**src/rtl/spi_pkg.sv**
```systemverilog
// Shared constants for the clk-sampled SPI parameter receiver: frame sizes,
// command codes and the bit layout of a 96-bit parameter frame.
package spi_pkg;

  localparam int unsigned FRAME_BITS = 96;
  localparam int unsigned CMD_BITS   = 8;
  localparam int unsigned CNT_BITS   = 7;

  localparam logic [CNT_BITS-1:0] CNT_MAX   = 7'd127;
  localparam logic [CNT_BITS-1:0] FRAME_CNT = 7'(FRAME_BITS);
  localparam logic [CNT_BITS-1:0] CMD_CNT   = 7'(CMD_BITS);

  localparam logic [CMD_BITS-1:0] CMD_TRIG   = 8'h01;
  localparam logic [CMD_BITS-1:0] CMD_MUTE   = 8'h02;
  localparam logic [CMD_BITS-1:0] CMD_UNMUTE = 8'h03;

  localparam int unsigned ADSR_W = 8;
  localparam int unsigned OSC_W  = 32;
  localparam int unsigned FILT_W = 16;

  // LSB position of each field inside the shadow register
  localparam int unsigned AI_LSB  = 88;
  localparam int unsigned DI_LSB  = 80;
  localparam int unsigned S_LSB   = 72;
  localparam int unsigned RI_LSB  = 64;
  localparam int unsigned OSC_LSB = 32;
  localparam int unsigned FA_LSB  = 16;
  localparam int unsigned FB_LSB  = 0;

endpackage

```
**src/rtl/spi.sv**
```systemverilog
// SPI-style parameter receiver clocked by the system clock: shifts mosi while
// nss is low and commits a 96-bit parameter frame or an 8-bit command at nss rise.
module spi
  import spi_pkg::*;
(
  input  logic                clk,
  input  logic                rst_n,
  input  logic                nss,
  input  logic                mosi,
  output logic [ADSR_W-1:0]   adsr_ai,
  output logic [ADSR_W-1:0]   adsr_di,
  output logic [ADSR_W-1:0]   adsr_s,
  output logic [ADSR_W-1:0]   adsr_ri,
  output logic [OSC_W-1:0]    osc_count,
  output logic [FILT_W-1:0]   filter_a,
  output logic [FILT_W-1:0]   filter_b,
  output logic                mute,
  output logic                trig
);

  logic                  nss_prev_q, nss_prev_d;
  logic                  armed_q,    armed_d;
  logic [FRAME_BITS-1:0] shadow_q,   shadow_d;
  logic [CNT_BITS-1:0]   cnt_q,      cnt_d;
  logic [ADSR_W-1:0]     adsr_ai_q,  adsr_ai_d;
  logic [ADSR_W-1:0]     adsr_di_q,  adsr_di_d;
  logic [ADSR_W-1:0]     adsr_s_q,   adsr_s_d;
  logic [ADSR_W-1:0]     adsr_ri_q,  adsr_ri_d;
  logic [OSC_W-1:0]      osc_count_q, osc_count_d;
  logic [FILT_W-1:0]     filter_a_q, filter_a_d;
  logic [FILT_W-1:0]     filter_b_q, filter_b_d;
  logic                  mute_q,     mute_d;
  logic                  trig_q,     trig_d;
  logic                  frame_end;

  // armed stays low after reset until nss is seen high, so a frame cut by reset is dropped
  assign frame_end = nss & ~nss_prev_q & armed_q;

  always_comb begin
    nss_prev_d  = nss;
    armed_d     = armed_q | nss;
    shadow_d    = shadow_q;
    cnt_d       = cnt_q;
    adsr_ai_d   = adsr_ai_q;
    adsr_di_d   = adsr_di_q;
    adsr_s_d    = adsr_s_q;
    adsr_ri_d   = adsr_ri_q;
    osc_count_d = osc_count_q;
    filter_a_d  = filter_a_q;
    filter_b_d  = filter_b_q;
    mute_d      = mute_q;
    trig_d      = 1'b0;

    if (nss) begin
      cnt_d = '0;
    end else if (armed_q) begin
      shadow_d = {shadow_q[FRAME_BITS-2:0], mosi};
      cnt_d    = (cnt_q == CNT_MAX) ? cnt_q : cnt_q + 7'd1;
    end

    // decode uses the count and shadow as they stood before this edge
    if (frame_end) begin
      if (cnt_q == FRAME_CNT) begin
        adsr_ai_d   = shadow_q[AI_LSB  +: ADSR_W];
        adsr_di_d   = shadow_q[DI_LSB  +: ADSR_W];
        adsr_s_d    = shadow_q[S_LSB   +: ADSR_W];
        adsr_ri_d   = shadow_q[RI_LSB  +: ADSR_W];
        osc_count_d = shadow_q[OSC_LSB +: OSC_W];
        filter_a_d  = shadow_q[FA_LSB  +: FILT_W];
        filter_b_d  = shadow_q[FB_LSB  +: FILT_W];
      end else if (cnt_q == CMD_CNT) begin
        case (shadow_q[CMD_BITS-1:0])
          CMD_TRIG:   trig_d = 1'b1;
          CMD_MUTE:   mute_d = 1'b1;
          CMD_UNMUTE: mute_d = 1'b0;
          default:    ;
        endcase
      end
    end
  end

  always_ff @(posedge clk or negedge rst_n) begin
    if (!rst_n) begin
      nss_prev_q  <= 1'b1;
      armed_q     <= 1'b0;
      shadow_q    <= '0;
      cnt_q       <= '0;
      adsr_ai_q   <= '0;
      adsr_di_q   <= '0;
      adsr_s_q    <= '0;
      adsr_ri_q   <= '0;
      osc_count_q <= '0;
      filter_a_q  <= '0;
      filter_b_q  <= '0;
      mute_q      <= 1'b1;
      trig_q      <= 1'b0;
    end else begin
      nss_prev_q  <= nss_prev_d;
      armed_q     <= armed_d;
      shadow_q    <= shadow_d;
      cnt_q       <= cnt_d;
      adsr_ai_q   <= adsr_ai_d;
      adsr_di_q   <= adsr_di_d;
      adsr_s_q    <= adsr_s_d;
      adsr_ri_q   <= adsr_ri_d;
      osc_count_q <= osc_count_d;
      filter_a_q  <= filter_a_d;
      filter_b_q  <= filter_b_d;
      mute_q      <= mute_d;
      trig_q      <= trig_d;
    end
  end

  assign adsr_ai   = adsr_ai_q;
  assign adsr_di   = adsr_di_q;
  assign adsr_s    = adsr_s_q;
  assign adsr_ri   = adsr_ri_q;
  assign osc_count = osc_count_q;
  assign filter_a  = filter_a_q;
  assign filter_b  = filter_b_q;
  assign mute      = mute_q;
  assign trig      = trig_q;

endmodule

```
**config.mk**
```make
export PLATFORM = sky130hd
export DESIGN_NAME = spi
export DESIGN_NICKNAME = d
export VERILOG_FILES = /design/src/rtl/spi_pkg.sv /design/src/rtl/spi.sv
export SDC_FILE = /design/constraint.sdc
export NUM_CORES = 1
export LEC_CHECK = 0
export ABC_AREA = 1
export CAP_MARGIN = 20
export CORE_MARGIN = 2
export CORE_UTILIZATION = 25
export DETAILED_ROUTE_END_ITERATION = 8
export GPL_TIMING_DRIVEN = 0
export MAX_ROUTING_LAYER = met4
export SLEW_MARGIN = 15
export SYNTH_ARGS = -nofsm -noshare
export SYNTH_HDL_FRONTEND = slang
export SYNTH_SLANG_ARGS = --single-unit
```
**constraint.sdc**
```tcl
create_clock -name clk -period 1.9 [get_ports clk]
set_input_delay 0.285 -clock clk [delete_from_list [all_inputs] [get_ports clk]]
set_output_delay 0.285 -clock clk [all_outputs]
set_load 0.02 [all_outputs]
```
# == Word-level counts from Yosys, hierarchy flattened ==
# Cells that the tools add are included.
# W data, S select, Z words.
# classes
addsub,1
n_eq_ne,7
mux,8
bitwise,6
n_reduce_logical,6
# ops
cell,n
$mux W7,3
$eq A8 B2 Y1 const B,2
$eq A7 B7 Y1 const B,2
$eq A8 B1 Y1 const B,1
$add A7 B1 Y7 const B,1
$eq A7 B4 Y1 const B,1
$reduce_and A2 Y1,3
$mux W1,4
$reduce_and A4 Y1,1
$reduce_bool A2 Y1,2
$not A1 Y1,3
$and A1 B1 Y1,2
$ne A2 B2 Y1 const B,1
$pmux W1 S2,1
$or A1 B1 Y1,1
# totals
register_bits,203
inputBits,4
out_inout_bits,98
wordCells,41

# == Depth between registers and ports, before layout ==
# Gate-level depths: netlist of run 1.
# logic_depth
depth_word,5
depth_mapped,11
ltp_nobuf,8

# == Worst setup path after synthesis of run 1 ==
# Ideal clock, no wire load.
# synth_timing
path_kind,reg-to-reg
from,register cnt_q[0]
to,register adsr_ai_q[2] (netlist: adsr_ai[2])
setup_ns,0.121
arrival_ns,1.464
required_ns,1.779
path_slack_ns,0.315
path_stages_with_launch,12
path_buffers,3
cell_sequence,dfrtp_1 -> inv_1 -> ha_1 -> nand2_1 -> nand3b_1 -> inv_2 -> nand2_2 -> buf_6 -> buf_12 -> buf_12 -> nand2_2 -> o21ai_2
# synth_between
elab_chain_len,2
# synth_rtl
element,line,source
"start, declared",spi.sv:24,"logic [CNT_BITS-1:0] cnt_q, cnt_d;"
"start signal, assigned",spi.sv:101,cnt_q <= cnt_d;
$eq A7 B7 Y1,spi.sv:63,if (cnt_q == FRAME_CNT) begin
$reduce_and A2 Y1 (no line),--,
"end signal, assigned",spi.sv:102,adsr_ai_q <= adsr_ai_d;
"end, declared",spi.sv:25,"logic [ADSR_W-1:0] adsr_ai_q, adsr_ai_d;"
# Every way passes these cells.
# A chain may end at the register's enable or synchronous reset.

# == Final worst setup path of run 1 ==
# layout_timing
from,register adsr_ai_q[2] (netlist: adsr_ai[2])
to,output adsr_ai[2]
# layout_lines
element,line,source
"end, declared",spi.sv:10,"output logic [ADSR_W-1:0] adsr_ai,"
# No word-level cell between the ends.

==> qor_table.md, run 1 <==
| Metric | This run |
|---|---|
| Post-route fraction of the period consumed by the critical path | 95.71% |
| Post-synth EDFFs | 0 |
| Effective utilization at floorplan | 25.53% |
| Max-cap violations | 0 |
| Instance count of the mapped netlist | 803 |
| Remaining max-slew budget at the tightest pin | 67.80% |
| Final non-filler cell area | 0.01033 mm2 |
| Clock Pin Slew Worst Setup and Hold Paths | 0.06 ns |
| Overall global routing resource usage | 11.67% |
| Top delay family on crit path | buffers and inverters |
| Setup-failing EPs final | 0 |
| Number of antenna violations at the first check in global routing | 0 |
| Portion of the post-synthesis area used by sequential elements | 64.58% |
| Drt first-iter violations | 246 |
| Initial DRT Pass Iterations | 4 |
| Worst r2r src | cnt_q[0] |
| Synthesized-area fraction occupied by ao, oa, aoi and oai cells | 13.18% |
| Final estimated routing congestion in global placement | 0.7452 |
| Synth Area in XOR/XNOR | 0% |
| Buffers on Ports | 101 |
| DRC | 0 |
| Num Clock Sinks | 203 |
| Pin count of the biggest net entering global routing | 94 |
| Leak pwr | 4.634 nW |
| Die area | 0.03292 mm2 |
| IO Pins | 102 |
| Total number of yosys warnings | 0 |
| Antenna Cells | 0 |
| Number of hold-slack violations in the final timing report | 0 |
| Post-synth top cells | sky130_fd_sc_hd__nand2_1, sky130_fd_sc_hd__dfrtp_1, sky130_fd_sc_hd__inv_1, sky130_fd_sc_hd__o21ai_0, sky130_fd_sc_hd__o21ai_1 |
| Critical path type | reg -> out |
| Floorplan row count | 64 |
| Slew at the pin with the worst max-slew slack | 0.4830 ns |
| Share of the synthesized area in the top cell type | 63.91% |
| Leading register cell type out of synthesis | sky130_fd_sc_hd__dfrtp_1 |
| Area added between synthesis and finish | 31.21% |
| Crit path depth | 1 |
| Number of H-tree levels | 1 |
| Required time reported for the critical path endpoint | 1.62 ns |
| Combined area of all synthesized cells | 0.007870 mm2 |
| Grt total ovfl | 0 |
| Cell with the most instances after synthesis | sky130_fd_sc_hd__nand2_1 |
| Setup_tns | 0 ns |
| Final Non-Filler Cells | 1,350 |
| Post-Syn Area per Cell | 9.801 um2 |
| HP Class | in -> async |
| Post-layout power | 9.964 mW |
| Proportion of register bits with asynchronous set or reset after synthesis | 100.0% |
| RR Endpoint | adsr_ai[3] |
| Highest clock frequency the design can meet | 0.5499 GHz |
| Cells traversed along the worst timing path | clkdlybuf4s50_1 |
| CTS tree | built |
| Critical path peak fanout | 2 |
| Inserted Clock Buffers | 24 |
| Fin Hold WS | 0.2119 ns |
| Die H | 181.4 um |
| Post-synthesis register bit count | 203 |
| Remaining antenna violation count | 0 |
| Depth of the worst register-to-register path | 11 |
| Placement-stage cell area | 0.009437 mm2 |
| Post-detailed-routing wire length | 18.27 mm |
| Post-Synth Simple-Gate Area | 12.32% |
| Number of distinct library cells after synthesis | 23 |
| Final Max Slew Viols | 0 |
| # placed instances | 1,302 |
| Sort of element at the start of the critical path | register |
| Maximum single-stage delay on the critical path | 0.63 ns |
| Worst endpoint data arrival time | 1.53 ns |
| Via count | 5,633 |
| Std-Cell Core Area | 0.03083 mm2 |
| Buf/Inv on CP | 1 |
| Flop-to-flop setup slack | 0.13 ns |
| Worst Setup End Kind | output pin |
| Layout Skew | 0.005778 ns |
| Final net count | 946 |
| Cell taking the most area after synthesis | sky130_fd_sc_hd__dfrtp_1 |
| Combinational family with the most area after synthesis | compound AO/OA/AOI/OAI gates |
| Vias per inst | 4.173 |
| Run status | finished, final reports clean |
| Main area contributors after synthesis | sky130_fd_sc_hd__dfrtp_1, sky130_fd_sc_hd__nand2_1, sky130_fd_sc_hd__o21ai_0 |
| Mapped Nets | 809 |
| Mux cell area share after synthesis | 0% |
| Number of global-route vias before repair | 5,853 |
| Slowest cell on crit path | sky130_fd_sc_hd__clkdlybuf4s50_1 |
| Final worst path period need | 1.819 ns |
| Die X | 181.4 um |
| Layout cells sized above 1 | 10.69% |
| Peak VDD IR | 0.5764 mV |
| HPWL after DPL | 12.25 mm |
| Power per unit of standard cell area | 964.9 mW/mm2 |
| Filler instances | 3,167 |
| Clk Latency, worst-skew pair | 0.51 ns |
| Clock Tree Root | sky130_fd_sc_hd__clkbuf_16 |
| Global-route wire length before repair | 30.60 mm |
| Routed wire per std cell | 13.53 um |
| Max clock buf depth | 3 |
| Post-Synth Adder-Cell Area | 0.3180% |
[per-layer routing]
layer / GRT usage (%) / share of wire [%]
met1: 15.54 / 49
met3: 2.427 / 4.7
met4: 3.122 / 2.1
met5: - / 0
met2: 18.13 / 44
[sequential cells by signal (all words and copies together) (netlist names)]
signal      flops
shadow_q       96
osc_count      32
filter_a       16
filter_b       16
adsr_ai         8
adsr_di         8
adsr_ri         8
adsr_s          8
cnt_q           7
armed_q         1
mute            1
nss_prev_q      1
trig            1
[report_power, final]
part / internal [mW] / switching [mW]
sequential: 4.66 / 0.180
clock: 2.68 / 1.76
combinational: 0.210 / 0.466
[timing repair]
action / CTS / global route
hold buffers: 1 / 0
setup buffers: 0 / 6
gates cloned: 0 / 1
setup endpoints to repair: 53 / 146
resized for setup: 4 / 24
endpoints found under the hold margin: 146 / 0
[worst max-delay path by stage]
stage,from,end,slack (ns)
after floorplan,cnt_q[0],adsr_ai[2],0.32
after global placement,rst_n,osc_count[12],-8.09
after detailed placement,nss,shadow_q[43],-0.39
after CTS,cnt_q[0],osc_count[10],-0.05
after global routing,cnt_q[0],filter_a[10],-0.006
final,adsr_ai[2],adsr_ai[2],0.08
[placed cells by master (no fill, tap or decap), types with 2 or more instances in the layout]
cell type	synthesis	final
sky130_fd_sc_hd__inv_1	108	107
sky130_fd_sc_hd__buf_4	0	5
sky130_fd_sc_hd__buf_2	14	14
sky130_fd_sc_hd__a21oi_1	2	2
sky130_fd_sc_hd__dfrtp_1	201	201
sky130_fd_sc_hd__nand3_1	12	12
sky130_fd_sc_hd__clkbuf_16	0	26
sky130_fd_sc_hd__nor2_1	15	15
sky130_fd_sc_hd__o21ai_0	104	104
sky130_fd_sc_hd__nand2_1	214	214
sky130_fd_sc_hd__clkinvlp_4	0	2
sky130_fd_sc_hd__inv_2	1	2
sky130_fd_sc_hd__clkbuf_2	1	10
sky130_fd_sc_hd__dfstp_2	2	2
sky130_fd_sc_hd__nand2_2	5	5
sky130_fd_sc_hd__clkbuf_8	0	4
sky130_fd_sc_hd__buf_12	10	11
sky130_fd_sc_hd__clkbuf_1	16	11
sky130_fd_sc_hd__buf_16	0	3
sky130_fd_sc_hd__clkdlybuf4s50_1	0	98
sky130_fd_sc_hd__o21ai_1	79	79
sky130_fd_sc_hd__o21ai_2	11	11
[stage by stage]
| stage | setup slack (ns) | utilization [%] |
|---|---|---|
| floorplan | 0.3154 | - |
| global placement | -8.089 | 30.41 |
| detailed placement | -0.3905 | 30.61 |
| CTS | -0.04980 | 33.13 |
| global route | -0.005763 | 33.49 |
| finish | 0.08148 | 33.49 |
[kinds of logic after synthesis]
family                   after synthesis
buffers and inverters                151
flip-flops                           203
adder cells (fa/ha/maj)                2
AO/OA/AOI/OAI                        198
AND/OR/NAND/NOR                      249
[final cells by class]
type	instances	area, um2	area share (%)
Sequential cell	203	5082	49.22
Multi-Input combinational cell	449	2034	19.70
Timing Repair Buffer	111	1165	11.28
Clock buffer	35	703.2	6.810
Tap cell	396	495.5	4.798
Inverter	109	409.1	3.962
Buffer	42	377.9	3.659
Clock inverter	5	58.81	0.5695
No activity file was read; power rests on OpenSTA's default activity.
==> run 2, diff against run 1 <==
--- a/config.mk
+++ b/config.mk
@@ -10,8 +10,8 @@
 export CORE_MARGIN = 2
 export CORE_UTILIZATION = 25
 export DETAILED_ROUTE_END_ITERATION = 8
-export GPL_TIMING_DRIVEN = 0
 export MAX_ROUTING_LAYER = met4
+export PLACE_DENSITY = 0.45
 export SLEW_MARGIN = 15
 export SYNTH_ARGS = -nofsm -noshare
 export SYNTH_HDL_FRONTEND = slang
==> qor_table.md, run 2 (synthesized netlist as in run 1, its figures left out) <==
| Metric | This run | Change |
|---|---|---|
| Worst endpoint data arrival time | 1.54 ns | was 1.53 ns |
| Busiest layer in global routing | met1 | was met2 |
| Met2 track demand over resource | 15.20% | was 18.13% |
| Sort of element at the start of the critical path | register | unchanged |
| Most flop-heavy register | shadow_q | unchanged |
| Area added between synthesis and finish | 28.98% | was 31.21% |
| Number of H-tree levels | 1 | unchanged |
| Slew at the pin with the worst max-slew slack | 0.4240 ns | was 0.4830 ns |
| HPWL after DPL | 10.44 mm | was 12.25 mm |
| Area used by multi-input combinational logic | 0.002053 mm2 | was 0.002034 mm2 |
| Remaining max-slew budget at the tightest pin | 71.73% | was 67.80% |
| Clk Latency, worst-skew pair | 0.51 ns | about the same |
| Grt total ovfl | 0 | unchanged |
| Final estimated routing congestion in global placement | 0.7107 | was 0.7452 |
| Sequential standard cell area | 0.005082 mm2 | unchanged |
| Die area | 0.03292 mm2 | unchanged |
| Leak pwr | 4.504 nW | was 4.634 nW |
| Max-cap violations | 0 | unchanged |
| HP Class | in -> async | unchanged |
| Die H | 181.4 um | unchanged |
| CTS tree | built | unchanged |
| Required time reported for the critical path endpoint | 1.62 ns | about the same |
| Setup_tns | 0 ns | unchanged |
| Buffers on Ports | 101 | unchanged |
| Slowest cell on crit path | sky130_fd_sc_hd__clkdlybuf4s50_1 | unchanged |
| Layout Skew | 0.007349 ns | was 0.005778 ns |
| Post-detailed-routing wire length | 16.38 mm | was 18.27 mm |
| DRC | 0 | unchanged |
| Vias per inst | 4.075 | was 4.173 |
| # Post-CTS Setup Buffers | 0 | unchanged |
| Clock Tree Root | sky130_fd_sc_hd__clkbuf_16 | unchanged |
| Layout cells sized above 1 | 8.351% | was 10.69% |
| Die X | 181.4 um | unchanged |
| Initial DRT Pass Iterations | 4 | unchanged |
| Floorplan row count | 64 | unchanged |
| Inserted Clock Buffers | 24 | unchanged |
| Clock Pin Slew Worst Setup and Hold Paths | 0.06 ns | about the same |
| Critical path type | reg -> out | unchanged |
| Most frequent cells in the layout | sky130_fd_sc_hd__nand2_1, sky130_fd_sc_hd__dfrtp_1, sky130_fd_sc_hd__inv_1 | unchanged |
| Placement-stage cell area | 0.009293 mm2 | was 0.009437 mm2 |
| Number of global-route vias before repair | 5,438 | was 5,853 |
| Depth of the worst register-to-register path | 9 | was 11 |
| Peak VDD IR | 0.5752 mV | was 0.5764 mV |
| Number of antenna violations at the first check in global routing | 1 | was 0 |
| Worst r2r src | cnt_q[0] | unchanged |
| Maximum single-stage delay on the critical path | 0.63 ns | about the same |
| Final worst path period need | 1.821 ns | was 1.819 ns |
| Filler instances | 3,177 | was 3,167 |
| Final net count | 910 | was 946 |
| Post-route fraction of the period consumed by the critical path | 95.84% | was 95.71% |
| RR Endpoint | osc_count[7] | was adsr_ai[3] |
| Buf/Inv on CP | 1 | unchanged |
| Final non-filler cell area | 0.01015 mm2 | was 0.01033 mm2 |
| Worst Setup End Kind | output pin | unchanged |
| Flop-to-flop setup slack | 0.26 ns | was 0.13 ns |
| Routed wire per std cell | 12.42 um | was 13.53 um |
| Number of hold-slack violations in the final timing report | 0 | unchanged |
| Num Clock Sinks | 203 | unchanged |
| Highest clock frequency the design can meet | 0.5492 GHz | was 0.5499 GHz |
| Overall global routing resource usage | 10.70% | was 11.67% |
| Global-route wire length before repair | 28.48 mm | was 30.60 mm |
| IO Pins | 102 | unchanged |
| Remaining antenna violation count | 0 | unchanged |
| Final Max Slew Viols | 0 | unchanged |
| Drt first-iter violations | 368 | was 246 |
| Number of flip-flops in the largest register | 96 | unchanged |
| Met3 demand-to-capacity share in global routing | 2.467% | was 2.427% |
| Std-Cell Core Area | 0.03083 mm2 | unchanged |
| Effective utilization at floorplan | 25.53% | unchanged |
| Post-layout power | 10.34 mW | was 9.964 mW |
| Top delay family on crit path | buffers and inverters | unchanged |
| Run status | finished, final reports clean | unchanged |
| Max clock buf depth | 3 | unchanged |
| Pin count of the biggest net entering global routing | 93 | was 94 |
| Setup-failing EPs final | 0 | unchanged |
| Power per unit of standard cell area | 1018 mW/mm2 | was 964.9 mW/mm2 |
| Cells traversed along the worst timing path | clkdlybuf4s50_1 | unchanged |
| Most common cell after layout, fill and taps aside | sky130_fd_sc_hd__nand2_1 | unchanged |
| Critical path peak fanout | 2 | unchanged |
| Global routing met1 resource utilization | 15.26% | was 15.54% |
| Setup repair after global routing missed its margin | false |  |
| Via count | 5,375 | was 5,633 |
run 2: cell types whose count changed in the layout (fill, tap and decap cells not counted), sizes merged:
| cell | previous run | this run |
|---|---|---|
| buf | 35 | 15 |
| bufinv | 1 | 3 |
| clkbuf | 52 | 36 |
| clkdlybuf4s50 | 98 | 99 |
| clkinv | 1 | 6 |
| clkinvlp | 2 | 0 |
| diode | 0 | 1 |
| dlymetal6s2s | 1 | 0 |
| inv | 110 | 109 |
run 2: metrics by stage:
step                      setup WS [ns]  utilization, %  std cells  hold slack, ns
after CTS                       0.04801           32.92       1318          0.2918
after floorplan                  0.3154               -        803        -0.01059
after global placement           0.1787           30.14       1273          0.2736
after detailed placement         0.1477           30.14       1273          0.2653
final                           0.07902           32.93       1319          0.2852
after global routing           0.006927           32.93       1319          0.3077
run 2: timing repair:
item,4_1_cts,5_1_grt
endpoints found under the hold margin,38,0
hold buffers,1,0
resized for setup,1,0
setup endpoints to repair,1,0
run 2: worst max-delay path by stage:
stage,cells past startpoint,slack [ns],endpoint,startpoint
2_1_floorplan,11,0.32,adsr_ai[2],cnt_q[0]
3_3_place_gp,6,0.18,cnt_q[4],nss
3_5_place_dp,5,0.15,shadow_q[7],nss
4_1_cts,1,0.05,filter_a[15],filter_a[15]
5_1_grt,1,0.007,filter_a[14],filter_a[14]
6_report,1,0.08,adsr_ai[3],adsr_ai[3]
run 2: per-layer routing:
metal	vias to the layer above	wire (um)
met4	0	450
met3	35	761
met1	2512	8390
met5	-	0
met2	95	6777
li1	2733	-
run 2: where the power goes:
group          switching [mW]  internal, mW
Sequential              0.184          4.66
Combinational           0.450         0.204
Clock                    1.80          3.04
Total                    2.43          7.90
run 2: final cells by class:
class | instances | area share, %
repair buffers | 117 | 12.42
inverters | 109 | 4.031
well taps | 396 | 4.881
clock buffers | 35 | 7.124
flip-flops and latches | 203 | 50.07
clock inverters | 9 | 1.220
diodes | 1 | 0.02465
multi-input cells | 449 | 20.23
